[config.mk]
export PLATFORM = sky130hd
export DESIGN_NAME = instr_sequencer_flat
export DESIGN_NICKNAME = d
export VERILOG_FILES = /design/src/rtl/instr_sequencer_pkg.sv /design/src/rtl/instr_sequencer_if.sv /design/src/rtl/instr_sequencer_rom.sv /design/src/rtl/instr_sequencer.sv /design/src/flat_wrapper.sv
export SDC_FILE = /design/constraint.sdc
export NUM_CORES = 1
export LEC_CHECK = 0
export ABC_AREA = 1
export BUFFER_PORTS_ARGS = -buffer_cell sky130_fd_sc_hd__buf_4
export CORE_MARGIN = 3
export CORE_UTILIZATION = 40
export DETAILED_ROUTE_END_ITERATION = 10
export PLACE_DENSITY = 0.7
export SLEW_MARGIN = 10
export SYNTH_ARGS = -nofsm -noshare
export SYNTH_HDL_FRONTEND = slang
export SYNTH_SLANG_ARGS = --single-unit
[constraint.sdc]
create_clock -name clk -period 1.8 [get_ports clk]
set_input_delay 0.09 -clock clk [delete_from_list [all_inputs] [get_ports clk]]
set_output_delay 0.09 -clock clk [all_outputs]
set_load 0.1 [all_outputs]
[src/rtl/instr_sequencer_pkg.sv]
// Shared CPU definitions: opcodes, microsteps, sequencer states and the control word.
package cpu_pkg;

   localparam int unsigned OPCODE_W = 4;
   localparam int unsigned STEP_W   = 3;

   typedef enum logic [OPCODE_W-1:0] {
      OP_NOP = 4'h0,
      OP_LDA = 4'h1,
      OP_ADD = 4'h2,
      OP_SUB = 4'h3,
      OP_STA = 4'h4,
      OP_LDI = 4'h5,
      OP_JMP = 4'h6,
      OP_JC  = 4'h7,
      OP_JZ  = 4'h8,
      OP_OUT = 4'hE,
      OP_HLT = 4'hF
   } opcode_e;

   typedef enum logic [STEP_W-1:0] {T0, T1, T2, T3, T4} step_e;

   typedef enum logic [1:0] {ST_FETCH, ST_EXEC, ST_HALT} state_e;

   typedef struct packed {
      logic pc_out;
      logic i_out;
      logic ram_out;
      logic a_out;
      logic alu_out;
      logic mar_in;
      logic i_in;
      logic ram_in;
      logic a_in;
      logic b_in;
      logic out_in;
      logic pc_inc;
      logic pc_jump;
      logic alu_sub;
      logic flags_in;
      logic halt;
   } ctrl_t;

   localparam ctrl_t CTRL_NONE = '0;
   localparam ctrl_t CTRL_T0   = '{pc_out: 1'b1, mar_in: 1'b1, default: 1'b0};
   localparam ctrl_t CTRL_HALT = '{halt: 1'b1, default: 1'b0};

   // Last EXEC step that can carry a non-empty word for this opcode.
   function automatic step_e exec_last_step(opcode_e op);
      case (op)
         OP_LDA, OP_STA: return T3;
         OP_ADD, OP_SUB: return T4;
         default:        return T2;
      endcase
   endfunction

endpackage

[src/rtl/instr_sequencer_if.sv]
// Sequencer control bus: step/instruction/flag inputs and the decoded control lines.
interface instr_sequencer_if;
   logic       step_en;
   logic [7:0] instruction;
   logic       carry_flag;
   logic       zero_flag;
   logic       pc_out, i_out, ram_out, a_out, alu_out;
   logic       mar_in, i_in, ram_in, a_in, b_in, out_in;
   logic       pc_inc, pc_jump, alu_sub, flags_in, halt;
   logic [2:0] step;

   modport slave (
      input  step_en, instruction, carry_flag, zero_flag,
      output pc_out, i_out, ram_out, a_out, alu_out,
      output mar_in, i_in, ram_in, a_in, b_in, out_in,
      output pc_inc, pc_jump, alu_sub, flags_in, halt, step
   );

   modport master (
      output step_en, instruction, carry_flag, zero_flag,
      input  pc_out, i_out, ram_out, a_out, alu_out,
      input  mar_in, i_in, ram_in, a_in, b_in, out_in,
      input  pc_inc, pc_jump, alu_sub, flags_in, halt, step
   );
endinterface

[src/rtl/instr_sequencer_rom.sv]
// Combinational microcode: (opcode, step, carry, zero) -> control word.
import cpu_pkg::*;

module microcode_rom (
   input  opcode_e opcode_i,
   input  step_e   step_i,
   input  logic    carry_i,
   input  logic    zero_i,
   output ctrl_t   ctrl_o
);
   always_comb begin
      ctrl_o = CTRL_NONE;
      case (step_i)
         T0: ctrl_o = CTRL_T0;
         T1: begin
            ctrl_o.ram_out = 1'b1;
            ctrl_o.i_in    = 1'b1;
            ctrl_o.pc_inc  = 1'b1;
         end
         T2: case (opcode_i)
            OP_LDA, OP_ADD, OP_SUB, OP_STA: begin
               ctrl_o.i_out  = 1'b1;
               ctrl_o.mar_in = 1'b1;
            end
            OP_LDI: begin
               ctrl_o.i_out = 1'b1;
               ctrl_o.a_in  = 1'b1;
            end
            OP_JMP: begin
               ctrl_o.i_out   = 1'b1;
               ctrl_o.pc_jump = 1'b1;
            end
            // Conditional jumps decode the flags only here, in T2.
            OP_JC: begin
               ctrl_o.i_out   = carry_i;
               ctrl_o.pc_jump = carry_i;
            end
            OP_JZ: begin
               ctrl_o.i_out   = zero_i;
               ctrl_o.pc_jump = zero_i;
            end
            OP_OUT: begin
               ctrl_o.a_out  = 1'b1;
               ctrl_o.out_in = 1'b1;
            end
            OP_HLT:  ctrl_o.halt = 1'b1;
            default: ;
         endcase
         T3: case (opcode_i)
            OP_LDA: begin
               ctrl_o.ram_out = 1'b1;
               ctrl_o.a_in    = 1'b1;
            end
            OP_ADD, OP_SUB: begin
               ctrl_o.ram_out = 1'b1;
               ctrl_o.b_in    = 1'b1;
            end
            OP_STA: begin
               ctrl_o.a_out  = 1'b1;
               ctrl_o.ram_in = 1'b1;
            end
            default: ;
         endcase
         T4: if (opcode_i == OP_ADD || opcode_i == OP_SUB) begin
            ctrl_o.alu_out  = 1'b1;
            ctrl_o.a_in     = 1'b1;
            ctrl_o.flags_in = 1'b1;
            ctrl_o.alu_sub  = (opcode_i == OP_SUB);
         end
         default: ;
      endcase
   end
endmodule

[src/rtl/instr_sequencer.sv]
// Microstep sequencer: FETCH/EXEC/HALT state and step counter around the microcode ROM.
// Define SEQ_EARLY_END_EN to return to T0 as soon as the remaining EXEC steps are empty.
import cpu_pkg::*;

module instr_sequencer (
   input logic              clk,
   input logic              rst_n,
   instr_sequencer_if.slave bus
);
   state_e     state_q, state_d;
   step_e      step_q, step_d, last_step;
   opcode_e    opcode;
   ctrl_t      rom_ctrl, ctrl;
   logic [3:0] operand_unused;

   assign opcode         = opcode_e'(bus.instruction[7:4]);
   assign operand_unused = bus.instruction[3:0];

`ifdef SEQ_EARLY_END_EN
   assign last_step = exec_last_step(opcode);
`else
   assign last_step = T4;
`endif

   microcode_rom u_rom (
      .opcode_i (opcode),
      .step_i   (step_q),
      .carry_i  (bus.carry_flag),
      .zero_i   (bus.zero_flag),
      .ctrl_o   (rom_ctrl)
   );

   always_ff @(posedge clk) begin
      if (!rst_n) begin
         state_q <= ST_FETCH;
         step_q  <= T0;
      end else begin
         state_q <= state_d;
         step_q  <= step_d;
      end
   end

   always_comb begin
      state_d = state_q;
      step_d  = step_q;
      if (bus.step_en) begin
         case (state_q)
            ST_FETCH:
               if (step_q == T0) begin
                  step_d = T1;
               end else begin
                  state_d = ST_EXEC;
                  step_d  = T2;
               end
            // The opcode is not latched, so a live change can leave us past last_step.
            ST_EXEC:
               if (step_q == T2 && opcode == OP_HLT) begin
                  state_d = ST_HALT;
               end else if (step_q >= last_step || step_q == T4) begin
                  state_d = ST_FETCH;
                  step_d  = T0;
               end else begin
                  step_d = step_e'(step_q + 3'd1);
               end
            default: ;
         endcase
      end
   end

   always_comb begin
      ctrl = rom_ctrl;
      if (!rst_n)                  ctrl = CTRL_T0;
      else if (state_q == ST_HALT) ctrl = CTRL_HALT;
   end

   assign bus.pc_out   = ctrl.pc_out;
   assign bus.i_out    = ctrl.i_out;
   assign bus.ram_out  = ctrl.ram_out;
   assign bus.a_out    = ctrl.a_out;
   assign bus.alu_out  = ctrl.alu_out;
   assign bus.mar_in   = ctrl.mar_in;
   assign bus.i_in     = ctrl.i_in;
   assign bus.ram_in   = ctrl.ram_in;
   assign bus.a_in     = ctrl.a_in;
   assign bus.b_in     = ctrl.b_in;
   assign bus.out_in   = ctrl.out_in;
   assign bus.pc_inc   = ctrl.pc_inc;
   assign bus.pc_jump  = ctrl.pc_jump;
   assign bus.alu_sub  = ctrl.alu_sub;
   assign bus.flags_in = ctrl.flags_in;
   assign bus.halt     = ctrl.halt;
   assign bus.step     = step_q;
endmodule

[src/flat_wrapper.sv]
// flat-port wrapper written by rule: the top's interface ports become plain ports
module instr_sequencer_flat 
  (clk, rst_n, bus_step_en, bus_instruction, bus_carry_flag, bus_zero_flag, bus_pc_out, bus_i_out, bus_ram_out, bus_a_out, bus_alu_out, bus_mar_in, bus_i_in, bus_ram_in, bus_a_in, bus_b_in, bus_out_in, bus_pc_inc, bus_pc_jump, bus_alu_sub, bus_flags_in, bus_halt, bus_step);
  instr_sequencer_if bus_i ();
  input logic clk;
  input logic rst_n;
  input wire logic [$bits(bus_i.step_en)-1:0] bus_step_en;
  input wire logic [$bits(bus_i.instruction)-1:0] bus_instruction;
  input wire logic [$bits(bus_i.carry_flag)-1:0] bus_carry_flag;
  input wire logic [$bits(bus_i.zero_flag)-1:0] bus_zero_flag;
  output wire logic [$bits(bus_i.pc_out)-1:0] bus_pc_out;
  output wire logic [$bits(bus_i.i_out)-1:0] bus_i_out;
  output wire logic [$bits(bus_i.ram_out)-1:0] bus_ram_out;
  output wire logic [$bits(bus_i.a_out)-1:0] bus_a_out;
  output wire logic [$bits(bus_i.alu_out)-1:0] bus_alu_out;
  output wire logic [$bits(bus_i.mar_in)-1:0] bus_mar_in;
  output wire logic [$bits(bus_i.i_in)-1:0] bus_i_in;
  output wire logic [$bits(bus_i.ram_in)-1:0] bus_ram_in;
  output wire logic [$bits(bus_i.a_in)-1:0] bus_a_in;
  output wire logic [$bits(bus_i.b_in)-1:0] bus_b_in;
  output wire logic [$bits(bus_i.out_in)-1:0] bus_out_in;
  output wire logic [$bits(bus_i.pc_inc)-1:0] bus_pc_inc;
  output wire logic [$bits(bus_i.pc_jump)-1:0] bus_pc_jump;
  output wire logic [$bits(bus_i.alu_sub)-1:0] bus_alu_sub;
  output wire logic [$bits(bus_i.flags_in)-1:0] bus_flags_in;
  output wire logic [$bits(bus_i.halt)-1:0] bus_halt;
  output wire logic [$bits(bus_i.step)-1:0] bus_step;
  assign bus_i.step_en = bus_step_en;
  assign bus_i.instruction = bus_instruction;
  assign bus_i.carry_flag = bus_carry_flag;
  assign bus_i.zero_flag = bus_zero_flag;
  assign bus_pc_out = bus_i.pc_out;
  assign bus_i_out = bus_i.i_out;
  assign bus_ram_out = bus_i.ram_out;
  assign bus_a_out = bus_i.a_out;
  assign bus_alu_out = bus_i.alu_out;
  assign bus_mar_in = bus_i.mar_in;
  assign bus_i_in = bus_i.i_in;
  assign bus_ram_in = bus_i.ram_in;
  assign bus_a_in = bus_i.a_in;
  assign bus_b_in = bus_i.b_in;
  assign bus_out_in = bus_i.out_in;
  assign bus_pc_inc = bus_i.pc_inc;
  assign bus_pc_jump = bus_i.pc_jump;
  assign bus_alu_sub = bus_i.alu_sub;
  assign bus_flags_in = bus_i.flags_in;
  assign bus_halt = bus_i.halt;
  assign bus_step = bus_i.step;
  instr_sequencer u_core (.clk(clk), .rst_n(rst_n), .bus(bus_i));
endmodule
**Word-level counts from Yosys, hierarchy flattened**

Index checks and enable logic that the tools add are counted.

- Register bits after elaboration: 5
- Input port bits: 13
- Output and inout port bits: 19
- Word-level logic and storage cells: 71

- Add/sub/neg operators: 1
- $lt $le $gt $ge: 1
- Equality and inequality tests: 19
- Multiplexer cells: 36
- Reduce and logical (&&, ||, !) cells: 12

Operator list:

| operator | number |
|---|---|
| 16-bit two-way mux | 2 |
| 1-bit two-way mux | 18 |
| 4-bit by 3-bit == test with 1-bit output (second input constant) | 4 |
| 4-bit == test (second input constant) | 3 |
| 2-bit two-way mux | 6 |
| 1-bit case mux with 3 select lines | 3 |
| 4-bit by 2-bit == test with 1-bit output (second input constant) | 2 |
| 3-bit by 2-bit == test with 1-bit output (second input constant) | 2 |
| 3-bit two-way mux | 2 |
| 1-bit case mux with 2 select lines | 3 |
| 3-bit case mux with 2 select lines | 1 |
| 6-bit OR reduction | 1 |
| 4-bit by 1-bit == test with 1-bit output (second input constant) | 1 |
| 2-bit != test (second input constant) | 2 |
| 2-bit case mux with 2 select lines | 1 |
| 4-bit AND reduction | 1 |
| 4-bit OR reduction | 1 |
| 3-bit by 1-bit adder with 3-bit output (second input constant) | 1 |
| 3-bit by 1-bit == test with 1-bit output (second input constant) | 1 |
| 3-bit == test (second input constant) | 1 |
| 3-bit >= comparator (second input constant) | 1 |
| 3-bit zero test | 1 |
| 3-bit by 1-bit != test with 1-bit output (second input constant) | 1 |
| 3-bit AND reduction | 1 |
| 8 further kinds | 9 |

**Longest topological paths before layout**

- Word-level depth: 6
- Depth in mapped cells: 9

**Cells and area by module**

From an unflattened synthesis, not the netlist that was laid out.

- Cells, all modules: 147
- Area, all modules: 755.7 um2

By module, submodules not included:

| module | instances | cells each | area each (um2) | seq. area each (um2) |
|---|---|---|---|---|
| instr_sequencer | 1 | 90 | 494.2 | 100.1 |
| microcode_rom | 1 | 57 | 261.5 | 0.0 |

**Least setup slack after synthesis**

OpenSTA, ideal clock, no wires.

- Path type: register -> output
- Start: register u_core.step_q[1] (netlist: u_core.bus.step[1])
- End: output port bus_mar_in
- Arrival: 4.054 ns
- Data required time: 1.710 ns
- Setup slack: -2.344 ns
- Stages on the path, launching flop included: 6
- Cell sequence: dfxtp_1 > inv_1 > ha_1 > nand2_1 > o21ai_0 > a31o_2

- Word-level cells in the longest chain between the ends: 4

Ends and longest elaborated chain:

| element | line | text |
|---|---|---|
| start, declared | instr_sequencer.sv:11 | `step_e step_q, step_d, last_step;` |
| start signal, assigned | instr_sequencer.sv:39 | `step_q <= step_d;` |
| 3-bit by 2-bit == test with 1-bit output / 3-bit zero test (equally long branches) | instr_sequencer_rom.sv:13 | `case (step_i)` |
| 1-bit case mux with 2 select lines (*) | instr_sequencer_rom.sv:13 |  |
| 16-bit two-way mux (*) | instr_sequencer.sv:73 | `else if (state_q == ST_HALT) ctrl = CTRL_HALT;` |
| 16-bit two-way mux (*) | instr_sequencer.sv:72 | `if (!rst_n) ctrl = CTRL_T0;` |
| end, declared | flat_wrapper.sv:16 | `output wire logic [$bits(bus_i.mar_in)-1:0] bus_mar_in;` |

Mark *: on every way between the ends. The rest lies on a longest branch, timed or not.

**Worst setup path in the final report**

- Start: register u_core.state_q[1]
- End: output port bus_ram_out

- Word-level cells in the longest chain between the ends: 3

Ends and longest elaborated chain:

| element | line | text |
|---|---|---|
| start, declared | instr_sequencer.sv:10 | `state_e state_q, state_d;` |
| start signal, assigned | instr_sequencer.sv:38 | `state_q <= state_d;` |
| 2-bit == test | instr_sequencer.sv:73 |  |
| 16-bit two-way mux | instr_sequencer.sv:73 |  |
| 16-bit two-way mux | instr_sequencer.sv:72 |  |
| end, declared | flat_wrapper.sv:13 | `output wire logic [$bits(bus_i.ram_out)-1:0] bus_ram_out;` |

Every way passes these cells.

==> flow_summary.yaml <==
routing:
  drcViolationCount: 0
  post_drt_wl_per_cell_microns: 10.9
  drtIter0Drc: 17
  vias: 782
  first_pass_iters: 4
  ant_nets: 0
  drt_wl_total_mm: 1.71
  vias_per_cell: 4.98
setup_path:
  rrSetupSlack_ps: 550
  worst-r2r-cell-count: 9
  critPathLaunchType: "register"
  crit_arrival_ps: 1630
  crit_type: "reg -> out"
  r2r-start: "u_core.bus.step[0]"
  critPathRequiredTime_ps: 1710
  crit_fanout: 4
  r2r-end: "u_core.bus.step[1]"
  worstSetupStartpoint: "u_core.state_q[1]"
  critPathCaptureType: "output pin"
synth:
  ys_warn_count: 0
  syn_avg_cell_area_sq_um: 5.61
  synth.largest_area_cell: "dfxtp_1"
  mappedNetlistArea_sq_um: 634
  synthCells: 113
  ys_types: 21
  synth_area_leaders: "dfxtp_1 (16%), nand2_1 (15%), nor2_1 (15%)"
  synth_edf_count: 0
  ys_ff_latch: 5
  synth_flop_cell: "dfxtp_1"
  ys_async_sr_fraction_pct: 0
  synth_fp_nets: 131
  synth_common_cells: "nand2_1 (26), nor2_1 (25), inv_1 (17), o21ai_0 (8)"
  synth_most_common_cell: "nand2_1"
  netlist.area_leader.share_pct: 15.8
  synth_seq_area_share_pct: 15.8
global_routing:
  grt_max_degree: 8
  grt_pass1_vias: 742
  grt_overflow: 0
  antenna_found_initial: 0
  track_usage_pct: 19.1
  grt_pass1_wl_mm: 2.95
clock_network:
  clock-sinks: 5
  insertion_delay_ps: 230
  cts_root_buffer: "clkbuf_4"
  clockBufferDepth: 2
  cts_buffers: 3
  htreeDepth: 1
  path_clk_slew_ps: 40
  cts_tree: "built"
finish:
  area_growth_pct: 69.8
  antenna_cells: 0
  multi_input_area_sq_um: 629
  stdcell_count: 157
  final-seq-area_sq_um: 111
  design_area_sq_um: 1080
  final_layout_size_suffix_gt1_share_pct: 46.5
  final_net_count: 161
  fillers: 115
power:
  switchingPower_w: 0.000291
  intPower_w: 0.000294
  peakVddDrop_mv: 0.471
  combPwrFrac_pct: 55.4
  swShare_pct: 49.7
  p_clk_share_pct: 21.1
  cellPowerDensity_nw_per_um2: 543
  power_frac_seq_pct: 23.5
  leakagePower_nw: 0.497
floorplanning:
  initial_core_util_pct: 45.3
  die_area_sq_um: 2100
  core_sq_um: 1400
  pin_count: 32
  die_h_microns: 45.8
  fp.dieW_microns: 45.8
  placementRows: 13
sta:
  max_slew_margin_pct: 60.2
  setup_viol_count_final: 0
  slew_violations: 0
  tightest_slew_ps: 591
  max_freq_mhz: 581
  finalHoldViolations: 0
  skew_ps: 1.06
  rsz0062_at_grt: "false"
  fin_crit_ps: 1720
  final.period_utilization_pct: 95.5
place:
  port_buffers: 27
  dp_hpwl_mm: 1.49
  placed_cells: 153
  dpl-instance-area_sq_um: 1030
  place.gp.congestion: 0.882
outcome:
  status: "completed"
hold_path:
  min_from: "rst_n"
  hold_end: "u_core.bus.step[0]"
  hold_depth: 3
  hold_path_class: "in -> reg"
flow_run:
  drv_cap: 0
metal layers:
metal  part of all wire, %  track usage (%)  routed length (microns)  vias up
met2                    55             36.8                      944       19
met1                    40             20.0                      681      350
met5                     0                0                        0        -
met4                     0             8.52                        0        0
li1                      -                -                        -      413
met3                   4.8             2.37                       82        0
power groups by stage:
stage | registers, W | clock network (W) | logic (W)
detailed placement | 0.000139 | 0 | 0.000325
global placement | 0.000139 | 0 | 0.000321
global route | 0.000139 | 0.000134 | 0.000352
finish | 0.000137 | 0.000123 | 0.000324
floorplan | 0.000179 | 0 | 0.000220
CTS | 0.000138 | 0.000131 | 0.000326
repair_timing:
action                                  CTS  global route
gates resized for setup                   2             4
cloned                                    0             0
endpoints found under the setup margin    3             1
buffers inserted                          0             0
hold buffers                              0             0
worst max-delay path by stage:
| stage | end | cells past startpoint |
|---|---|---|
| finish | bus_ram_out | 6 |
| global route | bus_a_out | 7 |
| CTS | bus_a_out | 7 |
| detailed placement | bus_a_in | 7 |
| global placement | bus_a_in | 7 |
| floorplan | bus_alu_sub | 4 |
cells in the final DEF (no fill, tap or decap), drive strengths merged:
master / synthesis / final
nand2: 28 / 28
buf: 2 / 27
nor2: 26 / 26
inv: 19 / 19
o21ai: 8 / 8
nand3: 6 / 6
a21oi: 5 / 5
ha: 5 / 5
dfxtp: 5 / 5
clkbuf: 0 / 4
nor3: 3 / 3
a31o: 1 / 1
a211oi: 1 / 1
o22ai: 1 / 1
o21a: 1 / 1
nor4: 1 / 1
nand3b: 1 / 1
state kept, by name, summed over array words and instances (netlist names):
name / cells
u_core.bus.step: 3
u_core.state_q: 2
through the flow:
stage	setup WS [ps]	total power, W	setup TNS [ps]	util, %	hold slack [ps]
after global routing	1.89	0.000625	0	77.0	155
after global placement	250	0.000459	0	73.5	364
final	80.2	0.000585	0	77.0	128
after floorplan	-210	0.000400	-783	-	201
after detailed placement	224	0.000464	0	73.5	372
after CTS	39.6	0.000595	0	75.9	122
critical path, stage by stage, from the launching register on:
cell and delay, ps:
dfxtp_1 320, inv_1 80, nor2_2 70, nor2_2 200
nand2_1 220, o22ai_4 190, buf_4 310
cell type report:
type / instances / area share (%)
Clock buffer: 4 / 2.44
Timing Repair Buffer: 27 / 20.0
Tap cell: 15 / 1.74
Sequential cell: 5 / 10.3
Inverter: 19 / 7.08
Multi-Input combinational cell: 87 / 58.4
cells by family (layout without fill, tap and decap cells):
logic type                 count (synthesis)  in the layout  synth area share, %
buffers and inverters                     21             50                 13.6
adders and majority gates                  5              5                 9.86
and+or+nand+nor                           65             65                 45.0
AOI/OAI and AO/OA                         17             17                 15.8
DFF                                        5              5                 15.8
(Power assumes the default switching activity.)
